File: config.mk
export PLATFORM = sky130hd
export DESIGN_NAME = ps2_host_tx_flat
export DESIGN_NICKNAME = d
export VERILOG_FILES = /design/src/rtl/ps2_host_tx_if.sv /design/src/rtl/ps2_host_tx.sv /design/src/flat_wrapper.sv
export SDC_FILE = /design/constraint.sdc
export NUM_CORES = 1
export LEC_CHECK = 0
export BUFFER_PORTS_ARGS = -buffer_cell sky130_fd_sc_hd__clkbuf_2
export CORE_UTILIZATION = 45
export DETAILED_ROUTE_END_ITERATION = 16
export GPL_ROUTABILITY_DRIVEN = 0
export HOLD_SLACK_MARGIN = 0.02
export PLACE_DENSITY_LB_ADDON = 0.25
export RECOVER_POWER = 100
export SLEW_MARGIN = 20
export SYNTH_ARGS = -nofsm -noshare
export SYNTH_HDL_FRONTEND = slang
export SYNTH_SLANG_ARGS = --single-unit
File: constraint.sdc
create_clock -name clk -period 4.4 [get_ports clk]
set_input_delay 0.44 -clock clk [delete_from_list [all_inputs] [get_ports clk]]
set_output_delay 0.44 -clock clk [all_outputs]
set_load 0.03 [all_outputs]
File: src/rtl/ps2_host_tx_if.sv
// Byte-request handshake between a command source and the PS/2 host transmitter.
interface ps2_host_tx_if;
   logic [7:0] tx_data;
   logic       tx_valid;
   logic       tx_ready;
   logic       tx_busy;
   logic       tx_done;
   logic       tx_err;

   modport master (
      output tx_data, tx_valid,
      input  tx_ready, tx_busy, tx_done, tx_err
   );

   modport slave (
      input  tx_data, tx_valid,
      output tx_ready, tx_busy, tx_done, tx_err
   );
endinterface

File: src/rtl/ps2_host_tx.sv
// PS/2 host-to-device command transmitter (inhibit, request-to-send, 11-bit frame, ACK check).
// Optional watchdog enabled by defining PS2_HOST_TX_TIMEOUT_EN.
module ps2_host_tx #(
   parameter int unsigned INHIBIT_CYCLES = 5000,
   parameter int unsigned TIMEOUT_CYCLES = 750000
) (
   input  logic         clk,
   input  logic         reset,
   ps2_host_tx_if.slave tx,
   input  logic         kbd_clk_in,
   input  logic         kbd_data_in,
   output logic         kbd_clk_oe,
   output logic         kbd_data_oe
);

   // One counter serves both the inhibit interval and the watchdog.
   localparam int unsigned CntMax =
      (INHIBIT_CYCLES > TIMEOUT_CYCLES) ? INHIBIT_CYCLES : TIMEOUT_CYCLES;
   localparam int unsigned CntW = $clog2(CntMax + 1);

   typedef enum logic [2:0] {
      StIdle, StInhibit, StReq, StStart, StBits, StAck, StWaitIdle
   } state_e;

   state_e          state_q, state_d;
   logic [CntW-1:0] timer_q, timer_d;
   logic [8:0]      shift_q, shift_d;
   logic [3:0]      bit_q, bit_d;
   logic            ack_q, ack_d;
   logic            done_q, done_d;
   logic            err_q, err_d;
   logic            kclk_meta_q, kclk_sync_q, kclk_prev_q;
   logic            kdat_meta_q, kdat_sync_q;
   logic            fall;

   assign fall = kclk_prev_q & ~kclk_sync_q;

   always_ff @(posedge clk or negedge reset) begin
      if (!reset) begin
         kclk_meta_q <= 1'b1;
         kclk_sync_q <= 1'b1;
         kclk_prev_q <= 1'b1;
         kdat_meta_q <= 1'b1;
         kdat_sync_q <= 1'b1;
      end else begin
         kclk_meta_q <= kbd_clk_in;
         kclk_sync_q <= kclk_meta_q;
         kclk_prev_q <= kclk_sync_q;
         kdat_meta_q <= kbd_data_in;
         kdat_sync_q <= kdat_meta_q;
      end
   end

   always_ff @(posedge clk or negedge reset) begin
      if (!reset) begin
         state_q <= StIdle;
         timer_q <= '0;
         shift_q <= '0;
         bit_q   <= '0;
         ack_q   <= 1'b0;
         done_q  <= 1'b0;
         err_q   <= 1'b0;
      end else begin
         state_q <= state_d;
         timer_q <= timer_d;
         shift_q <= shift_d;
         bit_q   <= bit_d;
         ack_q   <= ack_d;
         done_q  <= done_d;
         err_q   <= err_d;
      end
   end

   always_comb begin
      state_d = state_q;
      timer_d = timer_q;
      shift_d = shift_q;
      bit_d   = bit_q;
      ack_d   = ack_q;
      done_d  = 1'b0;
      err_d   = 1'b0;
      case (state_q)
         StIdle: begin
            if (tx.tx_valid) begin
               shift_d = {~^tx.tx_data, tx.tx_data};
               timer_d = '0;
               state_d = StInhibit;
            end
         end
         StInhibit: begin
            if (timer_q == CntW'(INHIBIT_CYCLES - 1)) begin
               timer_d = '0;
               state_d = StReq;
            end else begin
               timer_d = timer_q + CntW'(1);
            end
         end
         StReq: state_d = StStart;
         StStart: begin
            if (fall) begin
               bit_d   = '0;
               state_d = StBits;
            end
         end
         StBits: begin
            // Edges 2..9 advance to bits 1..7 and parity; edge 10 releases data for the stop bit.
            if (fall) begin
               if (bit_q == 4'd8) begin
                  state_d = StAck;
               end else begin
                  shift_d = {1'b1, shift_q[8:1]};
                  bit_d   = bit_q + 4'd1;
               end
            end
         end
         StAck: begin
            if (fall) begin
               ack_d   = ~kdat_sync_q;
               err_d   = kdat_sync_q;
               state_d = StWaitIdle;
            end
         end
         StWaitIdle: begin
            if (kclk_sync_q && kdat_sync_q) begin
               done_d  = ack_q;
               state_d = StIdle;
            end
         end
         default: state_d = StIdle;
      endcase
`ifdef PS2_HOST_TX_TIMEOUT_EN
      if (state_q inside {StReq, StStart, StBits, StAck}) begin
         timer_d = fall ? '0 : timer_q + CntW'(1);
         if (!fall && timer_q == CntW'(TIMEOUT_CYCLES - 1)) begin
            err_d   = 1'b1;
            state_d = StIdle;
         end
      end
`endif
   end

   // Line drives decode straight from state so reset releases the bus asynchronously.
   always_comb begin
      kbd_clk_oe  = (state_q == StInhibit) || (state_q == StReq);
      kbd_data_oe = (state_q == StReq) || (state_q == StStart) ||
                    ((state_q == StBits) && !shift_q[0]);
   end

   assign tx.tx_ready = (state_q == StIdle);
   assign tx.tx_busy  = (state_q != StIdle);
   assign tx.tx_done  = done_q;
   assign tx.tx_err   = err_q;

endmodule

File: src/flat_wrapper.sv
// flat-port wrapper written by rule: the top's interface ports become plain ports
module ps2_host_tx_flat 
#(
   parameter int unsigned INHIBIT_CYCLES = 5000,
   parameter int unsigned TIMEOUT_CYCLES = 750000
)
  (clk, reset, kbd_clk_in, kbd_data_in, kbd_clk_oe, kbd_data_oe, tx_tx_data, tx_tx_valid, tx_tx_ready, tx_tx_busy, tx_tx_done, tx_tx_err);
  ps2_host_tx_if tx_i ();
  input  logic clk;
  input  logic reset;
  input  logic kbd_clk_in;
  input  logic kbd_data_in;
  output logic kbd_clk_oe;
  output logic kbd_data_oe;
  input wire logic [$bits(tx_i.tx_data)-1:0] tx_tx_data;
  input wire logic [$bits(tx_i.tx_valid)-1:0] tx_tx_valid;
  output wire logic [$bits(tx_i.tx_ready)-1:0] tx_tx_ready;
  output wire logic [$bits(tx_i.tx_busy)-1:0] tx_tx_busy;
  output wire logic [$bits(tx_i.tx_done)-1:0] tx_tx_done;
  output wire logic [$bits(tx_i.tx_err)-1:0] tx_tx_err;
  assign tx_i.tx_data = tx_tx_data;
  assign tx_i.tx_valid = tx_tx_valid;
  assign tx_tx_ready = tx_i.tx_ready;
  assign tx_tx_busy = tx_i.tx_busy;
  assign tx_tx_done = tx_i.tx_done;
  assign tx_tx_err = tx_i.tx_err;
  ps2_host_tx #(.INHIBIT_CYCLES(INHIBIT_CYCLES), .TIMEOUT_CYCLES(TIMEOUT_CYCLES)) u_core (.clk(clk), .reset(reset), .tx(tx_i), .kbd_clk_in(kbd_clk_in), .kbd_data_in(kbd_data_in), .kbd_clk_oe(kbd_clk_oe), .kbd_data_oe(kbd_data_oe));
endmodule
* After elaboration in Yosys (flattened, before gate mapping)
Cells that the tools add are included.
Word-level totals: latch bits 0, ROM bits 0, memory bits (writable) 0, bits in registers 44, memories kept 0, output and inout port bits 6, input bits 13, word-level logic and storage cells 73
Cells by class: multiplexer cells 23, shifts and indexed selects 0, bitwise logic cells 3, equal/unequal tests 16, $lt $le $gt $ge 0, div/mod/pow operators 0, add/subtract/negate cells 2, reductions and logical operators 17, multiply operators 0
Operator list (count):
- $mux 20 | 2
- $pmux 20 s2 | 1
- $mux 9 | 3
- $mux 3 | 7
- $pmux 3 s7 | 1
- $add 20x1->20 const B | 1
- $eq 20x13->1 const B | 1
- $pmux 9 s2 | 1
- $mux 4 | 3
- $ne 2x1->1 const B | 6
- $eq 3x3->1 const B | 3
- $pmux 4 s2 | 1
- $reduce_and 4->1 | 2
- $reduce_xnor 8->1 | 1
- $reduce_and 7->1 | 1
- $eq 3x2->1 const B | 2
- $reduce_bool 2->1 | 3
- $add 4x1->4 const B | 1
- $eq 4x4->1 const B | 1
- $mux 1 | 4
- $ne 2x2->1 const B | 2
- $reduce_and 2->1 | 2
- $eq 3x1->1 const B | 1
- $logic_not 3->1 | 1
- other kinds (6) | 10

* Depth between registers and ports, before layout
depth after elaboration 4, depth in mapped cells 8, gate-level depth less buffers 7

* Worst setup path after synthesis
No wires, ideal clock.
kind flip-flop to flip-flop, start reg u_core.state_q[0], end reg u_core.shift_q[0], data arrival time 2034 ps, data required time 4259 ps, clock period less this slack 2175 ps, cell stages (with the launch flop) 7, setup slack 2225 ps, path buffers 2, path through dfrtp_1 > clkbuf_1 > nor3_1 > a22oi_1 > clkbuf_1 > nand2_1 > o21ai_0
Between the ends: longest elaborated chain between the ends 3
Ends and longest elaborated chain:
- start, declared | line ps2_host_tx.sv:25 | state_e state_q, state_d;
- start signal, assigned | line ps2_host_tx.sv:56 | state_q <= StIdle;
- start signal, assigned | line ps2_host_tx.sv:64 | state_q <= state_d;
- $logic_not 3->1 (*)
- via tx_tx_ready | line flat_wrapper.sv:17 | output wire logic [$bits(tx_i.tx_ready)-1:0] tx_tx_ready;
- $ne 2x2->1 (no line) or $reduce_bool 2->1 (tied branches)
- $reduce_and 4->1 (no line)
- end signal, assigned | line ps2_host_tx.sv:66 | shift_q <= shift_d;
- end, declared | line ps2_host_tx.sv:27 | logic [8:0] shift_q, shift_d;
The timed path passes the listed nets; every way through them passes the cells marked *. A chain may end at the register's enable or synchronous reset.

* Final worst setup path
start reg u_core.timer_q[15], end reg u_core.timer_q[3]
Between the ends: longest elaborated chain between the ends 3
Ends and longest elaborated chain:
- start, declared | line ps2_host_tx.sv:26 | logic [CntW-1:0] timer_q, timer_d;
- start signal, assigned | line ps2_host_tx.sv:65 | timer_q <= timer_d;
- $eq 20x13->1 | line ps2_host_tx.sv:91 | if (timer_q == CntW'(INHIBIT_CYCLES - 1)) begin
- $mux 20 | line ps2_host_tx.sv:91
- $pmux 20 s2 | line ps2_host_tx.sv:82 | case (state_q)
No other way between the ends.

==> summary.md <==
| Metric | Value |
|---|---|
| TritonCTS Buffers | `5` |
| Worst Setup Start Kind | `register` |
| RSZ-0062 raised after global routing | `false` |
| Commonest cells post-synth | `dfrtp_1 (39), o21ai_0 (28), nand2_1 (22)` |
| Worst skew pair latency | `290 ps` |
| Relative slew margins | `-54.2%` |
| Worst-margin pin slew | `2310 ps` |
| Multi-input gate area | `between 1000 and 1500 um^2` |
| EDFF count, synth | `0` |
| Fillers | `468` |
| # diodes | `0` |
| Setup violators final | `0` |
| Overflow after GRT | `0` |
| CP endpoint kind | `register` |
| Critical Path RT | `4580 ps` |
| Area growth syn-to-layout | `8.55%` |
| Clk_skew | `between 5 and 6 ps` |
| Vias in the first global route | `~1600` |
| CTS tree | `built` |
| Core Area | `4880 um^2` |
| Row cnt | `25` |
| Pwr per Cell Area | `625 nW/um^2` |
| Hold Crit Class | `in -> reg` |
| Nets | `274` |
| DIE HEIGHT | `74.1 um` |
| DRT Wirelength | `4640 um` |
| Clk buf depth | `2` |
| Largest net degree at the start of global routing | `45` |
| I/O Buffers | `18` |
| Die Area | `between 5000 and 6000 um^2` |
| Vias | `1856` |
| Tot Pwr | `0.00159 W` |
| VDD IR max | `~0.00024 V` |
| Post-CTS Setup Inserts | `0` |
| Fmax achieved | `376 MHz` |
| FF+latch area | `roughly 1100 um^2` |
| # clock sinks | `44` |
| Synth Cell Area | `between 2000 and 2500 um^2` |
| # DRC | `0` |
| Top cell type's share of synthesized area | `41.7%` |
| Share of layout cells above drive strength 1 | `11.2%` |
| Root Buffer | `clkbuf_8` |
| Post-synthesis async set-or-reset flop share | `100%` |
| Layout Utilization | `52.1%` |
| ANT nets after route | `0` |
| Drt initial violations | `206` |
| Seq/Total Area, Yosys | `47.3%` |
| Gate Count Post-Synth | `roughly 240` |
| Initial Util | `between 40% and 50%` |
| Die Width | `74.1 um` |
| Post-DR wirelength/cell | `between 10 and 15 um` |
| Status | `complete, but fails checks` |
| Post-synth top flop | `dfrtp_1` |
| Count leader, synth | `dfrtp_1` |
| Final hold vios | `0` |
| Failing checks | `capacitance limit, slew limit` |
| Hold-fix buffers, CTS | `0` |
| Pleak | `1.03 nW` |
| Synth area leaders | `dfrtp_1 (42%), o21ai_0 (6.0%), dfstp_2 (5.6%)` |
| Avg Inst Size Synth | `9.64 um^2` |
| Hpwl dp | `about 3100 um` |
| Io pins | `19` |
| First-pass GRT wire length | `7920 um` |
| Count of different cell masters after synthesis | `44` |
| Min cycle time layout | `approximately 2700 ps` |
| Antenna violations before repair | `0` |
| CP max FO | `37` |
| Synthesized Nets | `259` |
| GR Util All Layers | `about a fifth` |
| Drt pass-1 iters | `4` |
| Yosys top cell by area | `dfrtp_1` |
| Period Utilization, post-route | `between 60 and 70%` |
| Clock slew at reported path FFs | `80 ps` |
| Setup CP Type | `reg -> reg` |
| Max-Cap Viols | `1` |
| Register bit total from synthesis | `44` |
| Post_cts resized | `0` |
| Max Slew Vio Count | `45` |
| Total negative setup slack | `0 ps` |
| Hold slack | `226 ps` |
| Vias/cell | `5.69` |
| H-tree depth | `2` |
| Crit path DAT | `2840 ps` |
| YS warnings | `0` |
## layer usage
layer / share of wire, % / global-route usage [%] / vias up
li1: - / - / 933
met1: 52 / 29.7 / 886
met2: 43 / 24.3 / 31
met3: 3.3 / 3.93 / 6
met4: 1.7 / 8.33 / 0
met5: 0 / 0 / -
## logic make-up after synthesis
family / after synthesis / synth area share [%]
compound gates: 76 / 20.7
buf+inv: 22 / 4.11
xor+xnor: 9 / 3.37
simple gates: 78 / 18.2
mux: 11 / 4.75
flops: 44 / 47.3
fa+ha+maj: 3 / 1.60
## critical path, stage by stage, from the launching register on
cell and delay, ps:
dfrtp_1 430, or4b_2 680, nor4_1 450, a31oi_4 420
nor3b_1 290, a211o_1 280
## registers in the layout, indices dropped and copies added, names as in the netlist
signal and flops:
u_core.timer_q 20, u_core.shift_q 9, u_core.bit_q 4, u_core.state_q 3, u_core.ack_q 1, u_core.kclk_meta_q 1, u_core.kclk_prev_q 1, u_core.kclk_sync_q 1
u_core.kdat_meta_q 1, u_core.kdat_sync_q 1, u_core.tx.tx_done 1, u_core.tx.tx_err 1
## layout make-up
class	count	area share (%)
Clock buffer	6	3.25
Clock inverter	2	0.394
Inverter	10	1.48
Multi-Input combinational cell	177	44.5
Sequential cell	44	43.6
Tap cell	67	3.30
Timing Repair Buffer	20	3.54
## report_power, final
| group | switching [W] | total, W | internal [W] |
|---|---|---|---|
| clock | 0.000135 | 0.000261 | 0.000125 |
| sequential | 0.000187 | 0.000725 | 0.000538 |
| combinational | 0.000365 | 0.000603 | 0.000239 |
| total | 0.000687 | 0.00159 | 0.000902 |
## layout by cell type (no fill, tap or decap), types with 2 or more instances in the layout
master | netlist | layout
a211o_1 | 2 | 2
a21oi_1 | 10 | 10
a22o_1 | 4 | 4
a31oi_1 | 15 | 15
a41oi_1 | 5 | 5
and3_1 | 2 | 2
clkbuf_1 | 8 | 8
clkbuf_2 | 0 | 12
clkbuf_8 | 0 | 6
clkinv_2 | 0 | 2
dfrtp_1 | 39 | 39
dfstp_2 | 5 | 4
ha_1 | 3 | 3
inv_1 | 10 | 10
mux2i_1 | 10 | 10
nand2_1 | 22 | 22
nand2b_1 | 5 | 5
nand3_1 | 10 | 10
nand4_1 | 9 | 9
nor2_1 | 9 | 9
nor2b_1 | 3 | 3
nor3_1 | 4 | 4
nor4_1 | 4 | 5
o21a_1 | 3 | 3
o21ai_0 | 28 | 28
o22ai_1 | 2 | 2
or3_1 | 2 | 2
xnor2_1 | 8 | 8
## stage by stage
| stage | instance area (um^2) | std cells | setup WS (ps) |
|---|---|---|---|
| final | 2540 | 326 | 1740 |
| after global routing | 2540 | 326 | 1580 |
| after CTS | 2560 | 325 | 1780 |
| after detailed placement | 2470 | 317 | 1800 |
| after global placement | 2470 | 317 | 1910 |
| after floorplan | 2340 | 243 | 2230 |
## path summary, 6_finish.rpt
check | start | end | slack, ps | cells after the start
setup / recovery | u_core.timer_q[15] | u_core.timer_q[3] | 1740 | 5
hold / removal | kbd_data_in | u_core.kdat_meta_q | 230 | 1
min in group asynchronous | reset | u_core.state_q[2] | 930 | 2
hold reg to reg | u_core.kdat_meta_q | u_core.kdat_sync_q | 360 | 0
max in group asynchronous | reset | u_core.shift_q[6] | 2150 | 2
setup reg to reg | u_core.timer_q[15] | u_core.timer_q[3] | 1740 | 5
Note: power is estimated with default switching activity, not from simulation.
